[config.mk]
export PLATFORM = sky130hd
export DESIGN_NAME = fetch_unit_flat
export DESIGN_NICKNAME = d
export VERILOG_FILES = /design/src/rtl/cpu_pkg.sv /design/src/rtl/fetch_unit_if.sv /design/src/rtl/fetch_fifo.sv /design/src/rtl/fetch_unit.sv /design/src/flat_wrapper.sv
export SDC_FILE = /design/constraint.sdc
export NUM_CORES = 1
export LEC_CHECK = 0
export CORE_MARGIN = 1.5
export CORE_UTILIZATION = 50
export CTS_CLUSTER_SIZE = 14
export DETAILED_ROUTE_END_ITERATION = 12
export PLACE_DENSITY = 0.77
export SETUP_SLACK_MARGIN = 0.2
export SYNTH_ARGS = -nofsm -noshare
export SYNTH_HDL_FRONTEND = slang
export SYNTH_SLANG_ARGS = --single-unit
export TNS_END_PERCENT = 30
[constraint.sdc]
create_clock -name clk -period 2.63 [get_ports clk]
set_input_delay 0.263 -clock clk [delete_from_list [all_inputs] [get_ports clk]]
set_output_delay 0.263 -clock clk [all_outputs]
set_load 0.01 [all_outputs]
[src/rtl/cpu_pkg.sv]
// rtl/cpu_pkg.sv - shared CPU-wide constants
package cpu_pkg;

  localparam int          XLEN_DEFAULT = 32;
  localparam logic [31:0] NOP          = 32'h0000_0013;

endpackage

[src/rtl/fetch_unit_if.sv]
// rtl/fetch_unit_if.sv - fetch unit bundle: redirect, imem and decode-queue signals
interface fetch_unit_if import cpu_pkg::*; #(
  parameter int XLEN  = XLEN_DEFAULT,
  parameter int DEPTH = 4
);

  logic                         redirect_valid;
  logic [XLEN-1:0]              redirect_pc;
  logic                         imem_req;
  logic [XLEN-1:0]              imem_addr;
  logic [31:0]                  imem_instr;
  logic                         deq_ready;
  logic                         deq_valid;
  logic [31:0]                  deq_instr;
  logic [XLEN-1:0]              deq_pc_plus4;
  logic [$clog2(DEPTH+1)-1:0]   count;

  modport master (
    input  redirect_valid, redirect_pc, imem_instr, deq_ready,
    output imem_req, imem_addr, deq_valid, deq_instr, deq_pc_plus4, count
  );

  modport slave (
    output redirect_valid, redirect_pc, imem_instr, deq_ready,
    input  imem_req, imem_addr, deq_valid, deq_instr, deq_pc_plus4, count
  );

endinterface

[src/rtl/fetch_fifo.sv]
// rtl/fetch_fifo.sv - power-of-two instruction queue with flush
module fetch_fifo #(
  parameter  int WIDTH = 64,
  parameter  int DEPTH = 4,
  localparam int AW    = $clog2(DEPTH),
  localparam int CW    = $clog2(DEPTH+1)
) (
  input  logic             clk,
  input  logic             reset,
  input  logic             push,
  input  logic [WIDTH-1:0] push_data,
  input  logic             pop,
  input  logic             flush,
  output logic [WIDTH-1:0] head_data,
  output logic [CW-1:0]    count
);

  logic [WIDTH-1:0] mem [DEPTH];
  logic [AW-1:0]    wr_ptr;
  logic [AW-1:0]    rd_ptr;

  // Callers never push when full or pop when empty, so pointers wrap freely.
  always_ff @(posedge clk) begin
    if (reset || flush) begin
      wr_ptr <= '0;
      rd_ptr <= '0;
      count  <= '0;
    end else begin
      if (push) wr_ptr <= wr_ptr + 1'b1;
      if (pop)  rd_ptr <= rd_ptr + 1'b1;
      case ({push, pop})
        2'b10:   count <= count + 1'b1;
        2'b01:   count <= count - 1'b1;
        default: ;
      endcase
    end
  end

  always_ff @(posedge clk) begin
    if (push && !reset && !flush) mem[wr_ptr] <= push_data;
  end

  assign head_data = mem[rd_ptr];

endmodule

[src/rtl/fetch_unit.sv]
// rtl/fetch_unit.sv - PC sequencing, imem request/response tracking and redirect handling
module fetch_unit import cpu_pkg::*; #(
  parameter int              XLEN      = XLEN_DEFAULT,
  parameter int              DEPTH     = 4,
  parameter logic [XLEN-1:0] RESET_PC  = '0,
  parameter int              IMEM_SYNC = 0
) (
  input logic          clk,
  input logic          reset,
  fetch_unit_if.master bus
);

  localparam int CW = $clog2(DEPTH+1);
  localparam int W  = XLEN + 32;

  logic [XLEN-1:0] pc;
  logic [XLEN-1:0] inflight_pc;
  logic            inflight;
  logic [CW-1:0]   count;
  logic [CW:0]     occupancy;
  logic            req;
  logic            push;
  logic            pop;
  logic            valid;
  logic [W-1:0]    push_data;
  logic [W-1:0]    head_data;
  logic [XLEN-1:0] head_pc;
  logic [31:0]     head_instr;

  // Only registered state feeds the capacity check, keeping deq_ready off the request path.
  assign occupancy = {1'b0, count} + {{CW{1'b0}}, inflight};
  assign req       = !reset && !bus.redirect_valid && (occupancy < (CW+1)'(DEPTH));

  always_comb begin
    push      = req;
    push_data = {pc, bus.imem_instr};
    if (IMEM_SYNC != 0) begin
      push      = inflight && !bus.redirect_valid;
      push_data = {inflight_pc, bus.imem_instr};
    end
  end

  assign valid = !reset && (count != '0);
  assign pop   = valid && bus.deq_ready && !bus.redirect_valid;

  always_ff @(posedge clk) begin
    if (reset) begin
      pc          <= RESET_PC;
      inflight    <= 1'b0;
      inflight_pc <= '0;
    end else if (bus.redirect_valid) begin
      pc       <= bus.redirect_pc;
      inflight <= 1'b0;
    end else begin
      inflight <= (IMEM_SYNC != 0) && req;
      if (req) begin
        pc          <= pc + XLEN'(4);
        inflight_pc <= pc;
      end
    end
  end

  fetch_fifo #(
    .WIDTH (W),
    .DEPTH (DEPTH)
  ) u_fifo (
    .clk       (clk),
    .reset     (reset),
    .push      (push),
    .push_data (push_data),
    .pop       (pop),
    .flush     (bus.redirect_valid),
    .head_data (head_data),
    .count     (count)
  );

  assign {head_pc, head_instr} = head_data;

  assign bus.imem_req     = req;
  assign bus.imem_addr    = pc;
  assign bus.deq_valid    = valid;
  assign bus.deq_instr    = valid ? head_instr : NOP;
  assign bus.deq_pc_plus4 = valid ? head_pc + XLEN'(4) : '0;
  assign bus.count        = count;

endmodule

[src/flat_wrapper.sv]
// flat-port wrapper written by rule: the top's interface ports become plain ports
module fetch_unit_flat import cpu_pkg::*;
#(
  parameter int              XLEN      = XLEN_DEFAULT,
  parameter int              DEPTH     = 4,
  parameter logic [XLEN-1:0] RESET_PC  = '0,
  parameter int              IMEM_SYNC = 0
)
  (clk, reset, bus_redirect_valid, bus_redirect_pc, bus_imem_instr, bus_deq_ready, bus_imem_req, bus_imem_addr, bus_deq_valid, bus_deq_instr, bus_deq_pc_plus4, bus_count);
  fetch_unit_if #(.XLEN(XLEN), .DEPTH(DEPTH)) bus_i ();
  input logic clk;
  input logic reset;
  input wire logic [$bits(bus_i.redirect_valid)-1:0] bus_redirect_valid;
  input wire logic [$bits(bus_i.redirect_pc)-1:0] bus_redirect_pc;
  input wire logic [$bits(bus_i.imem_instr)-1:0] bus_imem_instr;
  input wire logic [$bits(bus_i.deq_ready)-1:0] bus_deq_ready;
  output wire logic [$bits(bus_i.imem_req)-1:0] bus_imem_req;
  output wire logic [$bits(bus_i.imem_addr)-1:0] bus_imem_addr;
  output wire logic [$bits(bus_i.deq_valid)-1:0] bus_deq_valid;
  output wire logic [$bits(bus_i.deq_instr)-1:0] bus_deq_instr;
  output wire logic [$bits(bus_i.deq_pc_plus4)-1:0] bus_deq_pc_plus4;
  output wire logic [$bits(bus_i.count)-1:0] bus_count;
  assign bus_i.redirect_valid = bus_redirect_valid;
  assign bus_i.redirect_pc = bus_redirect_pc;
  assign bus_i.imem_instr = bus_imem_instr;
  assign bus_i.deq_ready = bus_deq_ready;
  assign bus_imem_req = bus_i.imem_req;
  assign bus_imem_addr = bus_i.imem_addr;
  assign bus_deq_valid = bus_i.deq_valid;
  assign bus_deq_instr = bus_i.deq_instr;
  assign bus_deq_pc_plus4 = bus_i.deq_pc_plus4;
  assign bus_count = bus_i.count;
  fetch_unit #(.XLEN(XLEN), .DEPTH(DEPTH), .RESET_PC(RESET_PC), .IMEM_SYNC(IMEM_SYNC)) u_core (.clk(clk), .reset(reset), .bus(bus_i));
endmodule
==> results.yml <==
critical_path:
  crit_path_end_kind: "output pin"
  reg2reg_to: "u_core.u_fifo.count[2]$_SDFFE_PP0P_"
  regToRegStartpoint: "u_core.u_fifo.count[0]$_SDFFE_PP0P_"
  r2r_cells: 9
  start_kind: "flop"
  crit_path_max_fanout: 7
  cp.required_ps: 2370
  rrSetupSlack_ps: 400
  path_class: "reg -> out"
  worstPathArrival_ps: 2850
placement:
  portBuffers: 168
  dpl-instance-area_um2: 15400
  dp_hpwl_um: 19200
  place_ws_ps: -316
  gp_congestion: 0.803
final_layout:
  n_antenna_cell: 0
  final_net_count: 1130
  syn2layout_area_growth_pct: 33.7
  final_cell_area_um2: 16800
  drive_gt1_share_pct: 31.0
die:
  rows: 57
  die_h_um: 162
  core_um2: 24500
  fp.dieArea_um2: 26100
  start_util_pct: 51.3
  die_w_um: 162
  ios: 169
global_routing:
  grt_max_degree: 40
  grt_util_all_layers_pct: 23.3
  grt_pass1_vias: 8154
  grt_pass1_wl_um: 46600
  antenna_found_initial: 0
  grt-ovfl-total: 0
clock_tree:
  clockRootBuffer: "clkbuf_16"
  cts_tree: "yes"
  cts_made_buffers: 29
  htreeDepth: 1
  cts_sinks: 297
  clk_pin_slew_ps: 60
  clk_path_buf_depth: 3
  ctsHoldBuffers: 0
  clock_latency_ps: 550
logic_synthesis:
  synth_top_area_cell: "edfxtp_1"
  syn_avg_cell_area_um2: 16.5
  synth_cell_types: 58
  synth-seq-cells: 297
  synthesis.nets: 839
  seq_area_frac_synth_pct: 67.6
  yosysWarnings: 0
  yosysTopAreaCellShare_pct: 61.1
  ys.flop_type: "edfxtp_1"
  post_synth_inst_count: 763
  synthMostInstantiatedCell: "edfxtp_1"
  synth_area_um2: 12600
  synth_edf_count: 256
  netlist_top_cells_area: "edfxtp_1 (61%), mux4_2 (8.4%), dfxtp_1 (6.5%), mux4_1 (3.6%), and2_1 (1.8%)"
  yosys-top-cells-count: "edfxtp_1 (256), nor2_1 (54), mux4_2 (47), dfxtp_1 (41), and2_1 (37)"
  async_flop_share_pct: 0
pwr:
  peakVddDrop_mv: 0.379
  internal_power_uw: 7840
  p_sw_uw: 2170
  p_clk_share_pct: 39.8
  p_leak_uw: 0.00575
  power_per_cell_area_nw_per_um2: 595
  p_sw_share_pct: 21.6
  share_seq_of_total_power_pct: 53.2
  power_frac_comb_pct: 7.0
  p_total_uw: 10000
sta:
  fin_setup_tns_ps: -14070
  hold_viol: 0
  period_minus_slack_ps: 3110
  grt_setup_unrepaired: "yes"
  slew_headroom_pct: 71.9
  fmax_mhz: 321
  drv_slew: 0
  setup_ws_ps: -484
  fin_worst_skew_ps: 9.56
  setup-violations-final: 55
  worst_slew_pin_slew_ps: 418
  timing.final.crit_share_pct: 118
run_status:
  status: "finished, violations left"
  violations: "negative setup slack"
detailed_routing:
  postRouteWirelength_um: 30700
  vias: 8053
  first_pass_iters: 5
  drtIter0Drc: 757
  wl_per_cell_um: 21.9
  drtAntennaViolNets: 0
  route.detailed.drc: 0
  viasPerCell: 5.75
worst_hold_path:
  worst_hold_path.endpoint: "u_core.bus.imem_addr[2]$_SDFFE_PP0N_"
  worst_hold_path.num_cells: 3
  min_path_type: "in -> reg"
  worstHoldStart: "bus_redirect_pc[2]"
run:
  maxCapViolCount: 0
==> registers in the layout, indices dropped and copies added, names as in the netlist, named ones only <==
name                  flops
u_core.u_fifo.wr_ptr      2
u_core.u_fifo.mem       256
u_core.bus.imem_addr     32
u_core.u_fifo.count       3
u_core.u_fifo.rd_ptr      2
==> worst max-delay path: stages, from the launching register on <==
cell       delay (ps)
dfxtp_4           390
buf_12            150
mux4_2            340
and4_4            330
buf_6             140
nand4bb_4         140
or4_4             500
a21oi_2           150
buf_2             150
==> placed cells by master, fill, tap and decap left out, types with 8 or more instances in the layout <==
cell               n
clkdlybuf4s50_1  129
buf_12            14
dfxtp_1           39
buf_2             24
mux4_2            61
nor3_1             8
clkinv_1           9
clkbuf_16         29
xor2_1            12
xnor2_1           24
nand4_1            9
inv_1             12
buf_4             91
nand3_1           14
nand2_1           28
mux2i_1            9
edfxtp_1         256
a211oi_1          19
and2_1            31
o31ai_1            8
nor2_1            54
buf_6             27
a21oi_1           15
==> cell type report <==
type	count	area, um2
inverter	14	57.6
multi-input combinational	417	4120
sequential	297	8510
tap	324	405
clock buffer	34	744
timing repair buffer	295	2810
clock inverter	20	169
fill	1618	7710
==> through the flow <==
stage,cells,hold slack [ps],utilization [%]
6_report,1401,274,68.6
4_1_cts,1390,263,68.0
3_3_place_gp,1320,509,62.7
3_5_place_dp,1320,516,62.7
2_1_floorplan,763,362,-
5_1_grt,1401,291,68.6
==> worst max path at each step <==
| stage | to | slack (ps) | cells past startpoint |
|---|---|---|---|
| detailed placement | bus_deq_pc_plus4[27] | -320 | 7 |
| global route | bus_deq_pc_plus4[30] | -540 | 8 |
| floorplan | u_core.u_fifo.mem[2][0]$_DFFE_PP_ | -260 | 4 |
| global placement | bus_deq_pc_plus4[30] | -310 | 8 |
| finish | bus_deq_pc_plus4[30] | -480 | 8 |
| CTS | bus_deq_pc_plus4[30] | -450 | 8 |
==> metal layers <==
metal	share of wire, %	track usage, %
met3	6.8	4.01
met2	49	38.2
met4	2.9	7.30
met5	0	0
met1	41	32.1
==> power by group through the flow <==
stage | Clock (uW) | Sequential (uW) | Combinational [uW]
2_1_floorplan | 0 | 5420 | 242
3_3_place_gp | 0 | 5410 | 639
3_5_place_dp | 0 | 5420 | 649
4_1_cts | 4010 | 5320 | 684
5_1_grt | 4210 | 5340 | 748
6_report | 3980 | 5320 | 701
==> kinds of logic (layout without fill, tap and decap cells) <==
| kind of cell | after synthesis | count (layout) | share of synthesized area (%) |
|---|---|---|---|
| buf+inv | 51 | 363 | 2.06 |
| simple gates | 228 | 230 | 10.6 |
| fa+ha+maj | 8 | 8 | 0.855 |
| xor+xnor | 40 | 40 | 2.78 |
| mux | 73 | 73 | 12.7 |
| flops | 297 | 297 | 67.6 |
| compound gates | 66 | 66 | 3.41 |
==> what timing repair did <==
action | in CTS | in global routing
cloned | 3 | 0
pin swaps | 44 | 11
resized for setup | 231 | 29
endpoints found under the setup margin | 66 | 67
setup buffers | 13 | 11
(Power assumes the default switching activity.)
==> variant, RTL diff (same flow settings) <==
Make the reset (`reset`) asynchronous in one clocked block.
--- a/src/rtl/fetch_unit.sv
+++ b/src/rtl/fetch_unit.sv
@@ -43,7 +43,7 @@
   assign valid = !reset && (count != '0);
   assign pop   = valid && bus.deq_ready && !bus.redirect_valid;
 
-  always_ff @(posedge clk) begin
+  always_ff @(posedge clk or posedge reset) begin
     if (reset) begin
       pc          <= RESET_PC;
       inflight    <= 1'b0;
Function: differs if reset is asserted again (counterexample within 4 cycles, from zero or initial values and one cycle with reset high); with reset held inactive, the same outputs for 4 cycles.
==> variant against the original RTL <==
The run still ends with setup timing left. Synthesized area decreased by 0.90%. Final area decreased by 1.6%. Power increased by 2.0%. Worst setup slack got worse by 0.011 ns. Sequential cell count unchanged. Synthesized cell count decreased by 1.4%. Routed wire length decreased by 6.6%. Critical path depth unchanged. Clock power increased by 3%. Critical path type unchanged. Largest cell class unchanged.
==> variant: results (changes against the original RTL) <==
* Status: complete, but fails checks
* Violated checks: setup timing
* Met2 wire length at 14600 um (-2.4%)
* Final hold slack at 0.229 ns (-0.0446 ns)
* First-pass GRT wire length at 43600 um (-6.3%)
* WL/cell at 20.9 um (-4.7%)
* Final worst slack at -0.496 ns (-0.0115 ns)
* DP Wirelength at 18700 um (-2.7%)
* Vias in the first global route at 7938 (-2.6%)
* Dpl cell area at 15300 um^2 (-0.59%)
* Min-delay src: bus_redirect_valid
* Via density at 5.60 (-2.6%)
* Mean Syn Cell Area at 16.6 um^2 (+0.55%)
* Initial antenna violation count at 1 (+1)
* Setup TNS at -12.24 ns (+1.83 ns)
* Worst clock skew at 0.0236 ns (+0.0141 ns)
* Share of post-route cells with drive strength above 1 at 29.3% (-1.7 points)
* Metal-1 WL at 11600 um (-9.0%)
* Critical Path AT at 2.86 ns (about the same)
* Synth Area in Compound Gates at 3.16% (-0.25 points)
* CP peak stage delay at 0.48 ns (-0.02 ns)
* Dominant cells by area after synthesis: edfxtp_1 62%, mux4_2 12%, dfrtp_1 6.4%
* Hold path depth at 4 (+1)
* Slew HR at 67.4% (-4.5 points)
* Nets at 1100 (-2.7%)
* Placed instance count at 1303 (-1.3%)
* Initial DRC Count at 575 (-24%)
* Top cells by count, synth: 256 x edfxtp_1, 64 x mux4_2, 50 x nand2_1
* Post-synth ARST share at 10.8% (+11 points)
* TritonCTS buffer count at 29 (unchanged)
* Synthesized Nets at 828 (-1.3%)
* Gr usage total at 21.9% (-1.4 points)
* Leak at 0.00581 uW (+1.1%)
* Sequential share of the synthesized area at 69.5% (+1.9 points)
* Met3 WL at 1690 um (-20%)
* R2r setup slk at 0.37 ns (-0.03 ns)
* Synth-to-Final Area Change at 32.7%
* DP Worst Slack at -0.367 ns (-0.0509 ns)
* Multiplexer share of the synthesized area at 12.1% (-0.62 points)
* Non-filler cells in the finished layout at 1372 (-2.1%)
* Synth cell types at 45 (-22%)
* Adder-Cell Fraction of Synth Area at 0.863% (+0.0077 points)
* Final setup fails at 47 (-15%)
==> variant: changes by cell type after synthesis, moves of 7 or more <==
cell | unedited run | this run
nand4_1 | 9 | 16
mux4_1 | 17 | 0
nand2_1 | 29 | 50
dfxtp_1 | 41 | 9
a211oi_1 | 19 | 1
xnor2_1 | 26 | 16
dfrtp_1 | 0 | 32
nor2_1 | 54 | 31
mux4_2 | 47 | 64
o21ai_0 | 6 | 27
a21oi_1 | 23 | 16
xor2_1 | 14 | 23
==> variant: area by class of cell <==
type / instances / area share [%]
Inverter: 17 / 0.386
Clock inverter: 14 / 0.832
Sequential cell: 297 / 52.4
Clock buffer: 40 / 4.95
Tap cell: 324 / 2.45
Multi-Input combinational cell: 402 / 22.7
Antenna cell: 1 / 0.0151
Timing Repair Buffer: 277 / 16.2
==> variant: timing repair <==
action                     4_1_cts  5_1_grt
setup endpoints to repair       66       65
hold buffers                     0        0
resized for setup              162       37
setup buffers                    6        5
pin swaps                       16       11
gates cloned                     1        2
==> variant: metal layers <==
metal / vias up / GRT usage [%]
li1: 3496 / -
met1: 3844 / 28.7
met2: 279 / 37.4
met3: 65 / 3.59
met4: 0 / 7.45
met5: - / 0
==> variant: how the worst max path moves through the flow <==
stage,end,slack (ns),cells past startpoint,start
2_1_floorplan,u_core.u_fifo.mem[0][0],0.004,5,reset
3_3_place_gp,bus_deq_pc_plus4[19],-0.34,8,flop
3_5_place_dp,bus_deq_pc_plus4[18],-0.37,7,flop
4_1_cts,bus_deq_pc_plus4[19],-0.48,8,flop
5_1_grt,bus_deq_pc_plus4[29],-0.55,8,flop
6_report,bus_deq_pc_plus4[25],-0.50,8,flop
==> variant: power breakdown <==
group / internal, uW / switching, uW / total [uW]
logic: 379 / 342 / 721
clock network: 2380 / 1700 / 4080
registers: 5280 / 127 / 5410
total: 8040 / 2170 / 10200
